<file path="config.mk">
export PLATFORM = sky130hd
export DESIGN_NAME = err_compute_seq_flat
export DESIGN_NICKNAME = d
export VERILOG_FILES = /design/src/rtl/err_compute_if.sv /design/src/rtl/err_compute_seq.sv /design/src/flat_wrapper.sv
export SDC_FILE = /design/constraint.sdc
export NUM_CORES = 1
export LEC_CHECK = 0
export BUFFER_PORTS_ARGS = -buffer_cell sky130_fd_sc_hd__buf_2
export CORE_AREA = 2 2 87 89
export CTS_CLUSTER_DIAMETER = 150
export DETAILED_ROUTE_END_ITERATION = 10
export DIE_AREA = 0 0 89 91
export PLACE_DENSITY = 0.76
export REMOVE_ABC_BUFFERS = 1
export SLEW_MARGIN = 5
export SYNTH_ARGS = -nofsm -noshare
export SYNTH_HDL_FRONTEND = slang
export SYNTH_SLANG_ARGS = --single-unit
</file>
<file path="constraint.sdc">
create_clock -name clk -period 4.2 [get_ports clk]
set_input_delay 0.63 -clock clk [delete_from_list [all_inputs] [get_ports clk]]
set_output_delay 0.63 -clock clk [all_outputs]
set_load 0.02 [all_outputs]
</file>
<file path="src/rtl/err_compute_if.sv">
// err_compute_if: bundle between the IR mux / trigger source and the
// error-compute sequencer.
//   IR_vld  : start or restart request, one per cycle
//   ch_en   : per-channel enable mask, captured when a request is accepted
//   ir_data : mux output for the channel currently selected by sel
//   sel     : IR mux select
//   busy    : high while a pass is running, including the result cycle
//   err     : signed saturated error, held between updates
//   err_vld : one-cycle pulse, err has just been updated
// The slave modport is the sequencer. The master modport is the
// surrounding system, which provides the mux and the trigger.
interface err_compute_if #(
  parameter int NUM_CH = 8,
  parameter int DW     = 12,
  parameter int OUT_W  = 16
);
  localparam int SEL_W = $clog2(NUM_CH);

  logic              IR_vld;
  logic [NUM_CH-1:0] ch_en;
  logic [DW-1:0]     ir_data;
  logic [SEL_W-1:0]  sel;
  logic              busy;
  logic [OUT_W-1:0]  err;
  logic              err_vld;

  modport slave (
    input  IR_vld, ch_en, ir_data,
    output sel, busy, err, err_vld
  );

  modport master (
    output IR_vld, ch_en, ir_data,
    input  sel, busy, err, err_vld
  );
endinterface

</file>
<file path="src/rtl/err_compute_seq.sv">
// err_compute_seq: for each accepted IR_vld, steps the IR mux select through
// every channel and accumulates signed, weighted readings.
//   Channels below HALF add (x << i).
//   Channels at or above HALF subtract (x << (i-HALF)).
// When the pass finishes, it presents the saturated sum on err together
// with a one-cycle err_vld pulse.
// Ports:
//   clk : rising-edge clock
//   rst : asynchronous active-high reset
//   bus : err_compute_if slave. Carries IR_vld, ch_en, ir_data in and
//         sel, busy, err, err_vld out.
module err_compute_seq #(
  parameter int NUM_CH = 8,
  parameter int DW     = 12,
  parameter int OUT_W  = 16
) (
  input  logic          clk,
  input  logic          rst,
  err_compute_if.slave  bus
);
  localparam int HALF  = NUM_CH / 2;
  localparam int SEL_W = $clog2(NUM_CH);
  localparam int ACC_W = DW + HALF + 1;

  // Clamp limits, sign-extended to the accumulator width.
  localparam logic signed [ACC_W-1:0] SAT_MAX =
    {{(ACC_W-OUT_W+1){1'b0}}, {(OUT_W-1){1'b1}}};
  localparam logic signed [ACC_W-1:0] SAT_MIN =
    {{(ACC_W-OUT_W+1){1'b1}}, {(OUT_W-1){1'b0}}};

  typedef enum logic [1:0] {IDLE, ACCUM, DONE} state_t;

  state_t                   state_reg, state_next;
  logic [SEL_W-1:0]         cnt_reg, cnt_next;
  logic signed [ACC_W-1:0]  acc_reg, acc_next;
  logic [NUM_CH-1:0]        mask_reg, mask_next;
  logic [OUT_W-1:0]         err_reg, err_next;

  logic signed [ACC_W-1:0]  acc_sum;
  logic [SEL_W-1:0]         sel;
  logic                     busy;
  logic                     err_vld;

  // The sample is zero-extended before shifting. Negation then happens at
  // the full accumulator width, so the shift cannot flip the sign.
  logic [ACC_W-1:0]         ir_ext;
  logic signed [ACC_W-1:0]  term [NUM_CH];

  assign ir_ext = {{(ACC_W-DW){1'b0}}, bus.ir_data};

  for (genvar gi = 0; gi < NUM_CH; gi++) begin : g_term
    if (gi < HALF) begin : g_pos
      assign term[gi] = ir_ext << gi;
    end else begin : g_neg
      assign term[gi] = -(ir_ext << (gi - HALF));
    end
  end

  function automatic logic [OUT_W-1:0] sat(input logic signed [ACC_W-1:0] a);
    if (a > SAT_MAX)      sat = SAT_MAX[OUT_W-1:0];
    else if (a < SAT_MIN) sat = SAT_MIN[OUT_W-1:0];
    else                  sat = a[OUT_W-1:0];
  endfunction

  always_ff @(posedge clk or posedge rst) begin
    if (rst) begin
      state_reg <= IDLE;
      cnt_reg   <= '0;
      acc_reg   <= '0;
      mask_reg  <= '0;
      err_reg   <= '0;
    end else begin
      state_reg <= state_next;
      cnt_reg   <= cnt_next;
      acc_reg   <= acc_next;
      mask_reg  <= mask_next;
      err_reg   <= err_next;
    end
  end

  always_comb begin
    state_next = state_reg;
    cnt_next   = cnt_reg;
    acc_next   = acc_reg;
    mask_next  = mask_reg;
    err_next   = err_reg;
    acc_sum    = acc_reg;
    sel        = '0;
    busy       = 1'b0;
    err_vld    = 1'b0;

    // Masked channels still take a cycle, so latency does not depend on
    // ch_en.
    if (mask_reg[cnt_reg]) acc_sum = acc_reg + term[cnt_reg];

    case (state_reg)
      IDLE: begin
        if (bus.IR_vld) begin
          acc_next   = '0;
          cnt_next   = '0;
          mask_next  = bus.ch_en;
          state_next = ACCUM;
        end
      end
      ACCUM: begin
        busy = 1'b1;
        sel  = cnt_reg;
        if (bus.IR_vld) begin
          // Retrigger: drop the partial pass and start over.
          acc_next  = '0;
          cnt_next  = '0;
          mask_next = bus.ch_en;
        end else begin
          acc_next = acc_sum;
          cnt_next = cnt_reg + SEL_W'(1);
          if (cnt_reg == SEL_W'(NUM_CH - 1)) begin
            // Load err on the edge entering DONE, so that err and err_vld
            // become valid in the same cycle.
            err_next   = sat(acc_sum);
            cnt_next   = '0;
            state_next = DONE;
          end
        end
      end
      DONE: begin
        busy    = 1'b1;
        err_vld = 1'b1;
        if (bus.IR_vld) begin
          acc_next   = '0;
          cnt_next   = '0;
          mask_next  = bus.ch_en;
          state_next = ACCUM;
        end else begin
          state_next = IDLE;
        end
      end
      default: state_next = IDLE;
    endcase
  end

  assign bus.sel     = sel;
  assign bus.busy    = busy;
  assign bus.err     = err_reg;
  assign bus.err_vld = err_vld;
endmodule

</file>
<file path="src/flat_wrapper.sv">
// flat-port wrapper written by rule: the top's interface ports become plain ports
module err_compute_seq_flat 
#(
  parameter int NUM_CH = 8,
  parameter int DW     = 12,
  parameter int OUT_W  = 16
)
  (clk, rst, bus_IR_vld, bus_ch_en, bus_ir_data, bus_sel, bus_busy, bus_err, bus_err_vld);
  err_compute_if #(.NUM_CH(NUM_CH), .DW(DW), .OUT_W(OUT_W)) bus_i ();
  input  logic clk;
  input  logic rst;
  input wire logic [$bits(bus_i.IR_vld)-1:0] bus_IR_vld;
  input wire logic [$bits(bus_i.ch_en)-1:0] bus_ch_en;
  input wire logic [$bits(bus_i.ir_data)-1:0] bus_ir_data;
  output wire logic [$bits(bus_i.sel)-1:0] bus_sel;
  output wire logic [$bits(bus_i.busy)-1:0] bus_busy;
  output wire logic [$bits(bus_i.err)-1:0] bus_err;
  output wire logic [$bits(bus_i.err_vld)-1:0] bus_err_vld;
  assign bus_i.IR_vld = bus_IR_vld;
  assign bus_i.ch_en = bus_ch_en;
  assign bus_i.ir_data = bus_ir_data;
  assign bus_sel = bus_i.sel;
  assign bus_busy = bus_i.busy;
  assign bus_err = bus_i.err;
  assign bus_err_vld = bus_i.err_vld;
  err_compute_seq #(.NUM_CH(NUM_CH), .DW(DW), .OUT_W(OUT_W)) u_core (.clk(clk), .rst(rst), .bus(bus_i));
endmodule
</file>
==> metrics.md <==
| Metric | Value |
|---|---|
| Vias | `3556` |
| Synthesized flop and latch total | `46` |
| Synth-to-Final Area Change | `33.7%` |
| Crit path depth | `20` |
| Final setup viols | `15` |
| Reg2reg setup slack | `roughly 380 ps` |
| Tot Pwr | `0.00207 W` |
| Layout cells sized above 1 | `0.382` |
| Slew HR | `0.284` |
| Port bufs | `43` |
| Gpl congestion | `~0.87` |
| Mapped Area | `0.00376 mm²` |
| Fmax achieved | `between 0.2 and 0.25 GHz` |
| Net Sw Frac | `0.430` |
| Cell Pwr Density | `412 mW/mm²` |
| CP Data Arrival Time | `4500 ps` |
| DRT antenna net count | `0` |
| Clock share of power | `0.129` |
| Critical path launch point type | `input pin` |
| RSZ-0062 raised after global routing | `true` |
| CTS clk-pin slew, worst paths | `90 ps` |
| Ys async rst share | `1.00` |
| Antenna violations before repair | `0` |
| Die Wd | `89 µm` |
| Post-synth EDFFs | `0` |
| Max IR drop VDD | `261 µV` |
| Mean area per synthesized cell | `8.75 µm²` |
| Grt ovf | `0` |
| Crit path kind | `input pin to flop` |
| Starting DRC count in detailed routing | `150` |
| Die height | `just over 90 µm` |
| Fillcell total | `about 580` |
| Hold WC Path Type | `flop to flop` |
| Sw power | `0.000890 W` |
| Io pins | `44` |
| Inserted Clock Buffers | `5` |
| Commonest non-fill, non-tap cell in the layout | `buf_4` |
| CTS Sinks | `46` |
| Pin count of the biggest net entering global routing | `47` |
| Longest Clk Path Bufs | `2` |
| WP buf/inv | `4` |
| Critical Path Source | `bus_ir_data[1]` |
| DR pass1 iterations | `4` |
| Reg2reg start | `u_core.cnt_reg[2]` |
| Flop pwr share | `0.266` |
| Worst setup margin | `-109 ps` |
| Post-Route WL | `10100 µm` |
| Top cell by count, worst path | `buf_6` |
| Nets | `586` |
| Std-Cell Rows | `31` |
| Crit path to | `u_core.bus.err[9]` |
| Worst-path cell chain | `buf_6, inv_4, ha_4, or3b_4, or3_4, o21ai_2, xnor2_1, nand2_1, o21ai_0, mux2_2, ha_1, buf_4, nand3_1, nor4_4, a21oi_4, mux2i_4, xnor2_2, buf_6, nor3_2, a211o_1` |
| CP max stage cell | `or3_4` |
| TritonCTS clock tree | `done` |
| Core area | `0.00714 mm²` |
| First-pass GRT wire length | `between 15000 and 20000 µm` |
| Root buf cell | `clkbuf_8` |
| Tightest Pin Transition | `1060 ps` |
| Fin Hold WS | `~490 ps` |
| Setup TNS | `-1160 ps` |
| Failing checks | `setup timing` |
| Leak Pwr | `2.39 nW` |
| Crit Path Max Fanout | `8` |
| H-tree depth | `2` |
| End of the worst register-to-register path | `u_core.bus.err[6]` |
| Routed len/inst | `15.9 µm` |
| Initial Utilization | `0.527` |
| Half-perimeter wire length after placement | `a little over 7000 µm` |
| CP max stage delay | `410 ps` |
| Delay-heaviest family, CP | `simple AND/OR/NAND/NOR gates` |
| Final Cycle Share | `1.03` |
| Cells after DPL | `616` |
| Clock Skews | `9.09 ps` |
| Critical Path RT | `4390 ps` |
| Min Tclk post-route | `4310 ps` |
| Synthesized instance count | `430` |
| Crit. End Element | `flop` |
| Die area | `roughly 0.0081 mm²` |
| Number of global-route vias before repair | `3559` |
| Yosys warns | `0` |
| Final Hold Viols | `0` |
| Final Max Tran Viols | `0` |
| Yosys cell types | `63` |
| Register area share after synthesis | `0.306` |
| Vias/cell | `5.60` |
| Tot GR Track Use | `0.252` |
| Max-Cap Viols | `0` |
| Worst skew pair latency | `300 ps` |
| Power Internal | `0.00118 W` |
| # DRC | `0` |
| Status | `complete, but fails checks` |
| Gate power share | `0.605` |
| Diode count | `0` |
| Max reg flops | `17` |
| R2R cell count | `17` |
| Most frequent cells in the layout | `buf_4, nand2_1, dfrtp_1, buf_2, o21ai_0` |
| Non-filler cells, final | `635` |
| Dominant synthesized flop cell | `dfrtp_1` |
what timing repair did:
item | CTS | global route
pin swaps | 27 | 31
resized for setup | 50 | 31
cloned | 1 | 1
hold buffers | 0 | 0
buffers inserted | 6 | 5
setup endpoints to repair | 19 | 20
cell usage after synthesis, drive strengths merged, types with 5 or more instances:
master / number / area (µm²)
nand2: 58 / 218
o21ai: 49 / 245
dfrtp: 46 / 1150
a21oi: 27 / 139
nor2: 27 / 101
ha: 26 / 325
clkbuf: 17 / 63.8
mux2: 16 / 180
mux2i: 15 / 175
xnor2: 14 / 130
inv: 13 / 51.3
maj3: 10 / 104
xor2: 9 / 78.8
nor3: 8 / 45.0
buf: 7 / 45.0
a211o: 6 / 52.6
a21boi: 6 / 45.1
a21o: 6 / 45.0
and2: 6 / 37.5
a211oi: 5 / 37.5
metal layers:
layer | routed length (µm) | global-route usage
met4 | 127 | 0.0808
met2 | 4980 | 0.410
met5 | 0 | 0
met3 | 374 | 0.0409
met1 | 4600 | 0.340
worst min path at each step:
stage	start	end	slack (ps)	depth (start not counted)
final	u_core.bus.err[11]	u_core.bus.err[11]	490	1
after global routing	u_core.bus.err[15]	u_core.bus.err[15]	510	2
after CTS	u_core.bus.err[11]	u_core.bus.err[11]	490	1
after detailed placement	u_core.bus.err[11]	u_core.bus.err[11]	470	1
after global placement	u_core.bus.err[15]	u_core.bus.err[15]	460	2
after floorplan	u_core.acc_reg[12]	u_core.acc_reg[12]	470	2
cells by family after synthesis:
logic type / share of synthesized area
compound gates: 0.222
simple gates: 0.147
flops: 0.306
xor+xnor: 0.0556
mux: 0.106
fa+ha+maj: 0.119
buf+inv: 0.0436
stage by stage:
stage | utilization | setup WS [ps] | cell area, µm²
finish | 0.704 | -109 | 5030
global route | 0.704 | -248 | 5030
CTS | 0.682 | -153 | 4870
detailed placement | 0.633 | -692 | 4510
global placement | 0.633 | -576 | 4510
floorplan | - | -710 | 3650
area by class of cell:
class | count | area (µm²) | share of cell area
inverters | 14 | 57.6 | 0.0114
well taps | 99 | 124 | 0.0246
repair buffers | 123 | 866 | 0.172
clock buffers | 6 | 72.6 | 0.0144
flip-flops and latches | 46 | 1150 | 0.229
clock inverters | 1 | 7.51 | 0.00149
multi-input cells | 346 | 2750 | 0.547
power by group through the flow:
| stage | clock (W) | sequential, W | combinational, W |
|---|---|---|---|
| after floorplan | 0 | 0.000561 | 0.000724 |
| after global placement | 0 | 0.000549 | 0.00108 |
| after detailed placement | 0 | 0.000554 | 0.00111 |
| after CTS | 0.000271 | 0.000547 | 0.00118 |
| after global routing | 0.000285 | 0.000559 | 0.00137 |
| final | 0.000267 | 0.000550 | 0.00125 |
No activity file was read; power rests on OpenSTA's default activity.
